### src/rtl/timer_arbiter_pkg.sv
// Shared definitions for the interval-timer arbiter: FSM encoding and
// round-robin pointer sizing/reset value.
package timer_arbiter_pkg;

  // Widest supported requester set and the pointer width that covers it.
  localparam int MAX_REQ = 8;
  localparam int IDX_W   = 3;

  // Arbiter sequencing states.
  typedef enum logic [1:0] {
    ST_IDLE = 2'd0,
    ST_RUN  = 2'd1,
    ST_DONE = 2'd2
  } state_t;

  // Reset value of the round-robin pointer: the last requester, so that
  // the search after reset begins at requester 0.
  function automatic logic [IDX_W-1:0] last_granted_reset(input int n_req);
    return IDX_W'(n_req - 1);
  endfunction

endpackage

### src/rtl/timer_arbiter_interval_counter.sv
// Interval counter: loads a limit (zero treated as one), counts up when
// enabled, and flags the terminal count one below the limit. It never
// advances past the terminal value on its own; the owner clears it.
module interval_counter
  import timer_arbiter_pkg::*;
#(
  parameter int WIDTH = 8
) (
  input  logic             clk,
  input  logic             reset,
  input  logic             clear,
  input  logic             load,
  input  logic [WIDTH-1:0] load_len,
  input  logic             enable,
  output logic [WIDTH-1:0] count,
  output logic             tc
);

  logic [WIDTH-1:0] limit_r;

  // Count and limit registers; reset dominates, then load, clear, enable.
  always_ff @(posedge clk) begin
    if (reset) begin
      count   <= {WIDTH{1'b0}};
      limit_r <= {{(WIDTH-1){1'b0}}, 1'b1};
    end else if (load) begin
      count   <= {WIDTH{1'b0}};
      limit_r <= (load_len == {WIDTH{1'b0}}) ? {{(WIDTH-1){1'b0}}, 1'b1} : load_len;
    end else if (clear) begin
      count   <= {WIDTH{1'b0}};
      limit_r <= limit_r;
    end else if (enable) begin
      count   <= count + {{(WIDTH-1){1'b0}}, 1'b1};
      limit_r <= limit_r;
    end else begin
      count   <= count;
      limit_r <= limit_r;
    end
  end

  // Terminal count: the last cycle of an interval of limit_r cycles.
  always_comb begin
    tc = (count == (limit_r - {{(WIDTH-1){1'b0}}, 1'b1}));
  end

endmodule

### src/rtl/timer_arbiter.sv
// Round-robin arbiter granting a shared interval counter to one of N_REQ
// requesters at a time. A grant runs for the requester's latched length,
// ends with a one-cycle done pulse, or is abandoned when the request drops.
module timer_arbiter
  import timer_arbiter_pkg::*;
#(
  parameter int N_REQ = 4,
  parameter int WIDTH = 8
) (
  input  logic                   clk,
  input  logic                   reset,
  input  logic [N_REQ-1:0]       req,
  input  logic [N_REQ*WIDTH-1:0] len,
  output logic [N_REQ-1:0]       grant,
  output logic [N_REQ-1:0]       done,
  output logic                   busy,
  output logic [WIDTH-1:0]       count
);

  localparam logic [IDX_W-1:0] LAST_RESET = last_granted_reset(N_REQ);
  localparam logic [N_REQ-1:0] ONE_HOT_0  = {{(N_REQ-1){1'b0}}, 1'b1};

  state_t           state_r;
  state_t           state_next_s;
  logic [IDX_W-1:0] last_r;
  logic [IDX_W-1:0] last_next_s;
  logic [N_REQ-1:0] grant_next_s;
  logic [N_REQ-1:0] done_next_s;
  logic             busy_next_s;

  logic             sel_found_s;
  logic [IDX_W-1:0] sel_idx_s;
  logic [WIDTH-1:0] sel_len_s;
  int               cand_s;

  logic             cnt_clear_s;
  logic             cnt_load_s;
  logic             cnt_enable_s;
  logic             cnt_tc_s;
  logic             owner_req_s;

  interval_counter #(
    .WIDTH(WIDTH)
  ) u_interval_counter (
    .clk      (clk),
    .reset    (reset),
    .clear    (cnt_clear_s),
    .load     (cnt_load_s),
    .load_len (sel_len_s),
    .enable   (cnt_enable_s),
    .count    (count),
    .tc       (cnt_tc_s)
  );

  // Round-robin pick: first asserted request after the last grant, wrapping.
  always_comb begin
    sel_found_s = 1'b0;
    sel_idx_s   = {IDX_W{1'b0}};
    sel_len_s   = {WIDTH{1'b0}};
    cand_s      = 0;
    for (int k = 1; k <= N_REQ; k++) begin
      if ((int'(last_r) + k) >= N_REQ) begin
        cand_s = int'(last_r) + k - N_REQ;
      end else begin
        cand_s = int'(last_r) + k;
      end
      if (!sel_found_s && ((req & (ONE_HOT_0 << cand_s)) != {N_REQ{1'b0}})) begin
        sel_found_s = 1'b1;
        sel_idx_s   = IDX_W'(cand_s);
        sel_len_s   = len[cand_s*WIDTH +: WIDTH];
      end else begin
        sel_found_s = sel_found_s;
      end
    end
  end

  // The granted requester still holds its request (grant is one-hot).
  always_comb begin
    owner_req_s = ((req & grant) != {N_REQ{1'b0}});
  end

  // Next-state, next-output and counter control; abort beats terminal count.
  always_comb begin
    state_next_s = state_r;
    grant_next_s = grant;
    done_next_s  = {N_REQ{1'b0}};
    last_next_s  = last_r;
    cnt_clear_s  = 1'b0;
    cnt_load_s   = 1'b0;
    cnt_enable_s = 1'b0;
    case (state_r)
      ST_IDLE: begin
        if (sel_found_s) begin
          state_next_s = ST_RUN;
          grant_next_s = ONE_HOT_0 << sel_idx_s;
          last_next_s  = sel_idx_s;
          cnt_load_s   = 1'b1;
        end else begin
          grant_next_s = {N_REQ{1'b0}};
          cnt_clear_s  = 1'b1;
        end
      end
      ST_RUN: begin
        if (!owner_req_s) begin
          state_next_s = ST_IDLE;
          grant_next_s = {N_REQ{1'b0}};
          cnt_clear_s  = 1'b1;
        end else if (cnt_tc_s) begin
          state_next_s = ST_DONE;
          grant_next_s = {N_REQ{1'b0}};
          done_next_s  = grant;
          cnt_clear_s  = 1'b1;
        end else begin
          cnt_enable_s = 1'b1;
        end
      end
      ST_DONE: begin
        state_next_s = ST_IDLE;
        grant_next_s = {N_REQ{1'b0}};
        cnt_clear_s  = 1'b1;
      end
      default: begin
        state_next_s = ST_IDLE;
        grant_next_s = {N_REQ{1'b0}};
        cnt_clear_s  = 1'b1;
      end
    endcase
    busy_next_s = (state_next_s != ST_IDLE);
  end

  // State and registered outputs; synchronous reset takes precedence.
  always_ff @(posedge clk) begin
    if (reset) begin
      state_r <= ST_IDLE;
      grant   <= {N_REQ{1'b0}};
      done    <= {N_REQ{1'b0}};
      busy    <= 1'b0;
      last_r  <= LAST_RESET;
    end else begin
      state_r <= state_next_s;
      grant   <= grant_next_s;
      done    <= done_next_s;
      busy    <= busy_next_s;
      last_r  <= last_next_s;
    end
  end

endmodule

### config.mk
export PLATFORM = sky130hd
export DESIGN_NAME = timer_arbiter
export DESIGN_NICKNAME = d
export VERILOG_FILES = /design/src/rtl/timer_arbiter_pkg.sv /design/src/rtl/timer_arbiter_interval_counter.sv /design/src/rtl/timer_arbiter.sv
export SDC_FILE = /design/constraint.sdc
export NUM_CORES = 1
export LEC_CHECK = 0
export BUFFER_PORTS_ARGS = -buffer_cell sky130_fd_sc_hd__clkbuf_2
export CORE_ASPECT_RATIO = 1.75
export CORE_MARGIN = 8
export CORE_UTILIZATION = 35
export CTS_BUF_LIST = sky130_fd_sc_hd__clkbuf_16
export DETAILED_ROUTE_END_ITERATION = 7
export GPL_ROUTABILITY_DRIVEN = 0
export PLACE_DENSITY = 0.54
export RECOVER_POWER = 25
export SYNTH_ARGS = -nofsm -noshare
export SYNTH_HDL_FRONTEND = slang
export SYNTH_SLANG_ARGS = --single-unit
### constraint.sdc
create_clock -name clk -period 4.3 [get_ports clk]
set_input_delay 0.43 -clock clk [delete_from_list [all_inputs] [get_ports clk]]
set_output_delay 0.43 -clock clk [all_outputs]
set_load 0.005 [all_outputs]
Word level (Yosys, flattened, before mapping)
Index checks and enable logic that the tools add are counted.
- multiplexer cells: 34
- reduce and logical (&&, ||, !) cells: 17
- shift-type cells: 9
- bitwise logic cells: 8
- $add $sub $neg: 10
- equal/unequal tests: 3
- $lt $le $gt $ge: 4
- operators by type and width (kind ; number):
    $ge 32x4->1 const B ; 4
    $mux 32 ; 4
    $shiftx 32x32->8 ; 4
    $shl 1x32->4 const A ; 4
    $sub 32x4->32 const B ; 4
    $mux 8 ; 5
    $and 4x4->4 ; 5
    $reduce_bool 4->1 ; 5
    $mux 1 ; 12
    $mux 3 ; 4
    $mux 4 ; 3
    $add 3x2->4 const B ; 2
    $add 8x1->8 const B ; 1
    $eq 8x8->1 ; 1
    $logic_not 8->1 ; 1
    $pmux 4 s2 ; 1
    $sub 8x1->8 const B ; 1
    $mux 2 ; 3
    $add 3x1->4 const B ; 1
    $add 3x3->4 const B ; 1
    $pmux 2 s2 ; 1
    $reduce_or 4->1 ; 1
    $shl 1x3->4 const A ; 1
    $logic_and 1x1->1 ; 3
    9 further kinds ; 13
- output and inout port bits: 17
- input port bits: 38
- flip-flop bits (word level): 30

Longest topological paths before layout
- depth in word-level cells: 19
- gate-level depth with buffers: 14
- gate-level depth less buffers: 9

Modules after synthesis
From an unflattened synthesis, not the netlist that was laid out.
- cell total of the unflattened synthesis: 315
- area, all modules: 2860.2 um^2
- modules (own cells, without submodules) (module ; cells each ; area each (um^2) ; instances):
    timer_arbiter ; 213 ; 1976.9 ; 1
    interval_counter ; 102 ; 883.3 ; 1

Least setup slack after synthesis
No wires, ideal clock.
- path type: register to register
- from: register last_r[0]
- to: register grant[3]
- stages on the path, launching flop included: 13
- data required time: 4.232 ns
- setup slack: 0.997 ns
- arrival: 3.234 ns
- cells stage by stage: dfxtp_1 buf_2 buf_2 buf_2 inv_1 ha_1 a222oi_1 o21a_2 and4_1 buf_2 nor3_1 or4_1 o2bb2ai_2
- word-level cells in the longest chain between the ends: 19
- elaborated cells between the ends (all ways): 45
- classes of those cells: add/sub (8); order compare (4); shift (5); mux (14); bitwise (4); reduce/logical (10)
- RTL lines (what ; RTL line ; RTL):
    start: declaration ; timer_arbiter.sv:25 ; logic [IDX_W-1:0] last_r;
    start signal: assignment ; timer_arbiter.sv:144 ; last_r <= last_next_s;
    $add 3x1->4 ; timer_arbiter.sv:62, timer_arbiter.sv:63, timer_arbiter.sv:65 ;
    $sub 32x4->32 / $ge 32x4->1 (equally long branches) ; timer_arbiter.sv:63, timer_arbiter.sv:62 ;
    $mux 32 ; timer_arbiter.sv:62 ; if ((int'(last_r) + k) >= N_REQ) begin
    $shl 1x32->4 ; timer_arbiter.sv:67 ; if (!sel_found_s && ((req & (ONE_HOT_0 << cand_s)) != {N_REQ{1'b0}})) begin
    $and 4x4->4 ; timer_arbiter.sv:67 ;
    $reduce_bool 4->1 ; timer_arbiter.sv:67 ;
    $mux 1 ; timer_arbiter.sv:67 ;
    $logic_not 1->1 ; timer_arbiter.sv:67 ;
    (+3 left out) ; n/a ;
    $logic_and 1x1->1 ; timer_arbiter.sv:67 ;
    $mux 1 ; timer_arbiter.sv:67 ;
    $logic_not 1->1 ; timer_arbiter.sv:67 ;
    $logic_and 1x1->1 ; timer_arbiter.sv:67 ;
    $mux 3 ; timer_arbiter.sv:67 ;
    $shl 1x3->4 ; timer_arbiter.sv:95 ; grant_next_s = ONE_HOT_0 << sel_idx_s;
    $mux 4 (*) ; timer_arbiter.sv:93 ; if (sel_found_s) begin
    $pmux 4 s2 (*) ; timer_arbiter.sv:91 ; case (state_r)
    end signal: assignment ; timer_arbiter.sv:135 ; grant <= {N_REQ{1'b0}};
    end signal: assignment ; timer_arbiter.sv:141 ; grant <= grant_next_s;
    end: declaration ; timer_arbiter.sv:14 ; output logic [N_REQ-1:0] grant,
Mark *: on every way between the ends. The rest lies on a longest branch, timed or not.
A chain may end at the register's enable or synchronous reset.

Worst setup path in the final report
- from: register last_r[0]
- to: register u_interval_counter.limit_r[0]
- word-level cells in the longest chain between the ends: 18
- elaborated cells between the ends (all ways): 50
- classes of those cells: add/sub (8); order compare (4); shift (8); mux (15); bitwise (4); reduce/logical (11)
- RTL lines (what ; RTL line ; RTL):
    $add 3x1->4 ; timer_arbiter.sv:62, timer_arbiter.sv:63, timer_arbiter.sv:65 ;
    $sub 32x4->32 / $ge 32x4->1 (equally long branches) ; timer_arbiter.sv:63, timer_arbiter.sv:62 ;
    $mux 32 ; timer_arbiter.sv:62 ;
    $shl 1x32->4 ; timer_arbiter.sv:67 ;
    $and 4x4->4 ; timer_arbiter.sv:67 ;
    $reduce_bool 4->1 ; timer_arbiter.sv:67 ;
    $mux 1 ; timer_arbiter.sv:67 ;
    $logic_not 1->1 ; timer_arbiter.sv:67 ;
    (+2 left out) ; n/a ;
    $logic_not 1->1 ; timer_arbiter.sv:67 ;
    $logic_and 1x1->1 ; timer_arbiter.sv:67 ;
    $mux 1 ; timer_arbiter.sv:67 ;
    $logic_not 1->1 ; timer_arbiter.sv:67 ;
    $logic_and 1x1->1 ; timer_arbiter.sv:67 ;
    $mux 8 / $mux 1 (equally long branches) ; timer_arbiter.sv:67 ;
    $logic_not 8->1 / $mux 1 (equally long branches) ; timer_arbiter_interval_counter.sv:28, timer_arbiter.sv:93 ;
    $mux 8 / $mux 1 (equally long branches) ; timer_arbiter_interval_counter.sv:28, timer_arbiter.sv:91 ;
    end signal: assignment ; timer_arbiter_interval_counter.sv:28 ; limit_r <= (load_len == {WIDTH{1'b0}}) ? {{(WIDTH-1){1'b0}}, 1'b1} : load_len;
    end signal: assignment ; timer_arbiter_interval_counter.sv:31 ; limit_r <= limit_r;
    end signal: assignment ; timer_arbiter_interval_counter.sv:34 ; limit_r <= limit_r;
    end: declaration ; timer_arbiter_interval_counter.sv:19 ; logic [WIDTH-1:0] limit_r;
Parallel ways exist; a longest one is shown, timed or not.

==> reports/metrics.yaml <==
status: "finished, final reports clean"
synthCells: 319
crit_top_cell: "ha_1"
cap_violations: 0
grt_usage_pct: 14.2
clkLatencyLatePin_ps: 270
rows: 44
drt_iter0_markers: 166
swShare_pct: 45.8
skew_ps: 3.11
port_buffers: 54
fin_area_sq_mm: 0.00348
yosys_warnings: 0
min_period_ps: 3420
coreArea_sq_mm: 0.00831
path_max_fanout: 41
cp.required_ps: 4520
drc: 0
p_comb_share_pct: 68.3
synthMostInstantiatedCell: "dfxtp_1"
clock_tree.htree_level_count: 2
synthArstFlopShare_pct: 0
p_clk_share_pct: 15.0
finalPower_mw: 2.55
drt-total-wl_um: 8380
max_freq_mhz: 293
ys_ff_latch: 30
grt_overflow: 0
synth_edf_count: 0
setup_tns_ps: 0
setup_viol: 0
viasPerCell: 5.74
fillers: 835
yosysTopAreaCell: "mux4_2"
grt_pass1_wl_um: 13800
die_w_um: 85.9
fin_hold_ws_ps: 507
cts.repair.resized: 0
cts_sinks: 30
cts_buffer_depth: 2
synth_top_area_share_pct: 20.3
routedWlPerCell_um: 17.5
rsz0062_at_grt: "false"
grt_max_degree: 42
post_cts_buffers: 0
syn_area_sq_mm: 0.00299
start_util_pct: 36.0
crit_type: "register to register"
synth_common_cells: "30 x dfxtp_1, 27 x mux4_2, 22 x nor2_1, 20 x nand2_1, 16 x a21oi_1"
p_int_mw: 1.38
path_cells: "buf_4, ha_1, ha_1, and3_1, o21ai_2, a211oi_2, a22o_1, a221o_1, a2111oi_2, a31o_1"
cts_hold_buf: 0
finalHoldViolations: 0
relSlewSlack_pct: 34.2
startpoint_type: "register"
nNetsFinal: 415
multi_input_area_sq_mm: 0.00226
first_global_vias: 2759
worst_slack_ps: 884
seq_area_sq_um: 602
place_ws_ps: 922
antenna_found_initial: 0
placed_area_sq_mm: 0.00333
switchingPower_mw: 1.17
clk_pin_slew_ps: 50
synthToLayoutAreaGrowth_pct: 16.4
numCtsBuffers: 5
hp-class: "register to register"
postRouteAntennaNets: 0
cts_root_buf: "clkbuf_16"
report.final.slew_viol_count: 0
seqPwrFrac_pct: 16.7
ys_seq_area_share_pct: 20.1
leakage_nw: 1.38
dieHeight_um: 138
cp.arrival_ps: 3630
cts_tree: "done"
dpl.cell_count: 471
synth-main-ff-cell: "dfxtp_1"
drive_gt1_share_pct: 28.1
ys_types: 66
first_pass_iters: 4
ir_drop_v: 0.000239
synth_area_leaders: "mux4_2 20%, dfxtp_1 20%, ha_1 5.9%, xor2_1 3.2%, nor2_1 2.8%"
synth.net_count: 371
diodes: 0
stdcell_count: 478
dp_hpwl_um: 6760
fp.dieArea_sq_mm: 0.0119
utilization_pct: 41.9
cp_slowest_cell: "o21ai_2"
worst_pin_slew_ps: 988
endpoint_kind: "register"
post-route-period-util_pct: 79.4
num_io_pins: 55
cpPeakStageDelay_ps: 550
avgSynthCellArea_sq_um: 9.37
power.density_mw_per_mm2: 731
vias: 2744
## registers in the layout, indices dropped and copies added, names as in the netlist
| name | cells |
|---|---|
| u_interval_counter.count | 8 |
| u_interval_counter.limit_r | 8 |
| done | 4 |
| grant | 4 |
| last_r | 3 |
| state_r | 2 |
| busy | 1 |
## final timing paths
kind,from,to,slack (ps),cells after the start
max,last_r[0],u_interval_counter.limit_r[0],880,10
min reg2reg,u_interval_counter.count[0],u_interval_counter.count[0],510,1
max reg2reg,last_r[0],u_interval_counter.limit_r[0],880,10
min,u_interval_counter.count[0],u_interval_counter.count[0],510,1
## kinds of logic after synthesis
logic type / after synthesis / synth area share, %
AND/OR/NAND/NOR: 103 / 18.9
AO/OA/AOI/OAI: 92 / 22.9
multiplexers: 35 / 23.1
flip-flops: 30 / 20.1
buffers and inverters: 28 / 4.23
XOR/XNOR: 17 / 4.98
adder cells (fa/ha/maj): 14 / 5.86
## power by group through the flow
stage | combinational [mW] | sequential (mW) | clock (mW)
after floorplan | 1.41 | 0.403 | 0
after global placement | 1.73 | 0.429 | 0
after detailed placement | 1.74 | 0.431 | 0
after CTS | 1.75 | 0.427 | 0.388
after global routing | 1.92 | 0.435 | 0.398
final | 1.74 | 0.424 | 0.383
## cell type report
class / count / area share (%)
Tap cell: 115 / 4.13
Clock inverter: 2 / 0.970
Sequential cell: 30 / 17.3
Multi-Input combinational cell: 261 / 65.0
Clock buffer: 5 / 3.59
Inverter: 8 / 0.862
Timing Repair Buffer: 57 / 8.16
## metal layers
layer  routed length (um)  part of all wire [%]  track usage, %  vias to the layer above
met4                  142                   1.7            5.95                        0
li1                     -                     -               -                     1339
met2                 4770                    57            26.9                       68
met5                    0                     0               0                        -
met1                 3170                    38            14.7                     1328
met3                  294                   3.5            1.72                        9
## critical path: cells and delay by family (launching register included)
kind | cells | cell delay (ps)
AO/OA/AOI/OAI | 6 | 1800
adder cells (fa/ha/maj) | 2 | 490
buffers and inverters | 1 | 470
flip-flops | 1 | 360
AND/OR/NAND/NOR | 1 | 210
## cell usage in the layout, fill, tap and decap left out, types with 6 or more instances in the layout
cell and count:
nand2_1 20, nor2_1 22, nand3_1 7, clkbuf_1 7, mux4_2 27, a22o_1 8
xnor2_1 6, and2_1 11, dfxtp_1 29, clkbuf_2 47, inv_1 8, mux2i_1 6
a21oi_1 16, a211oi_1 8, xor2_1 11, o21ai_0 12, nor3_1 9, ha_1 14
nor4_1 10
Power figures use the tool's default switching activity.
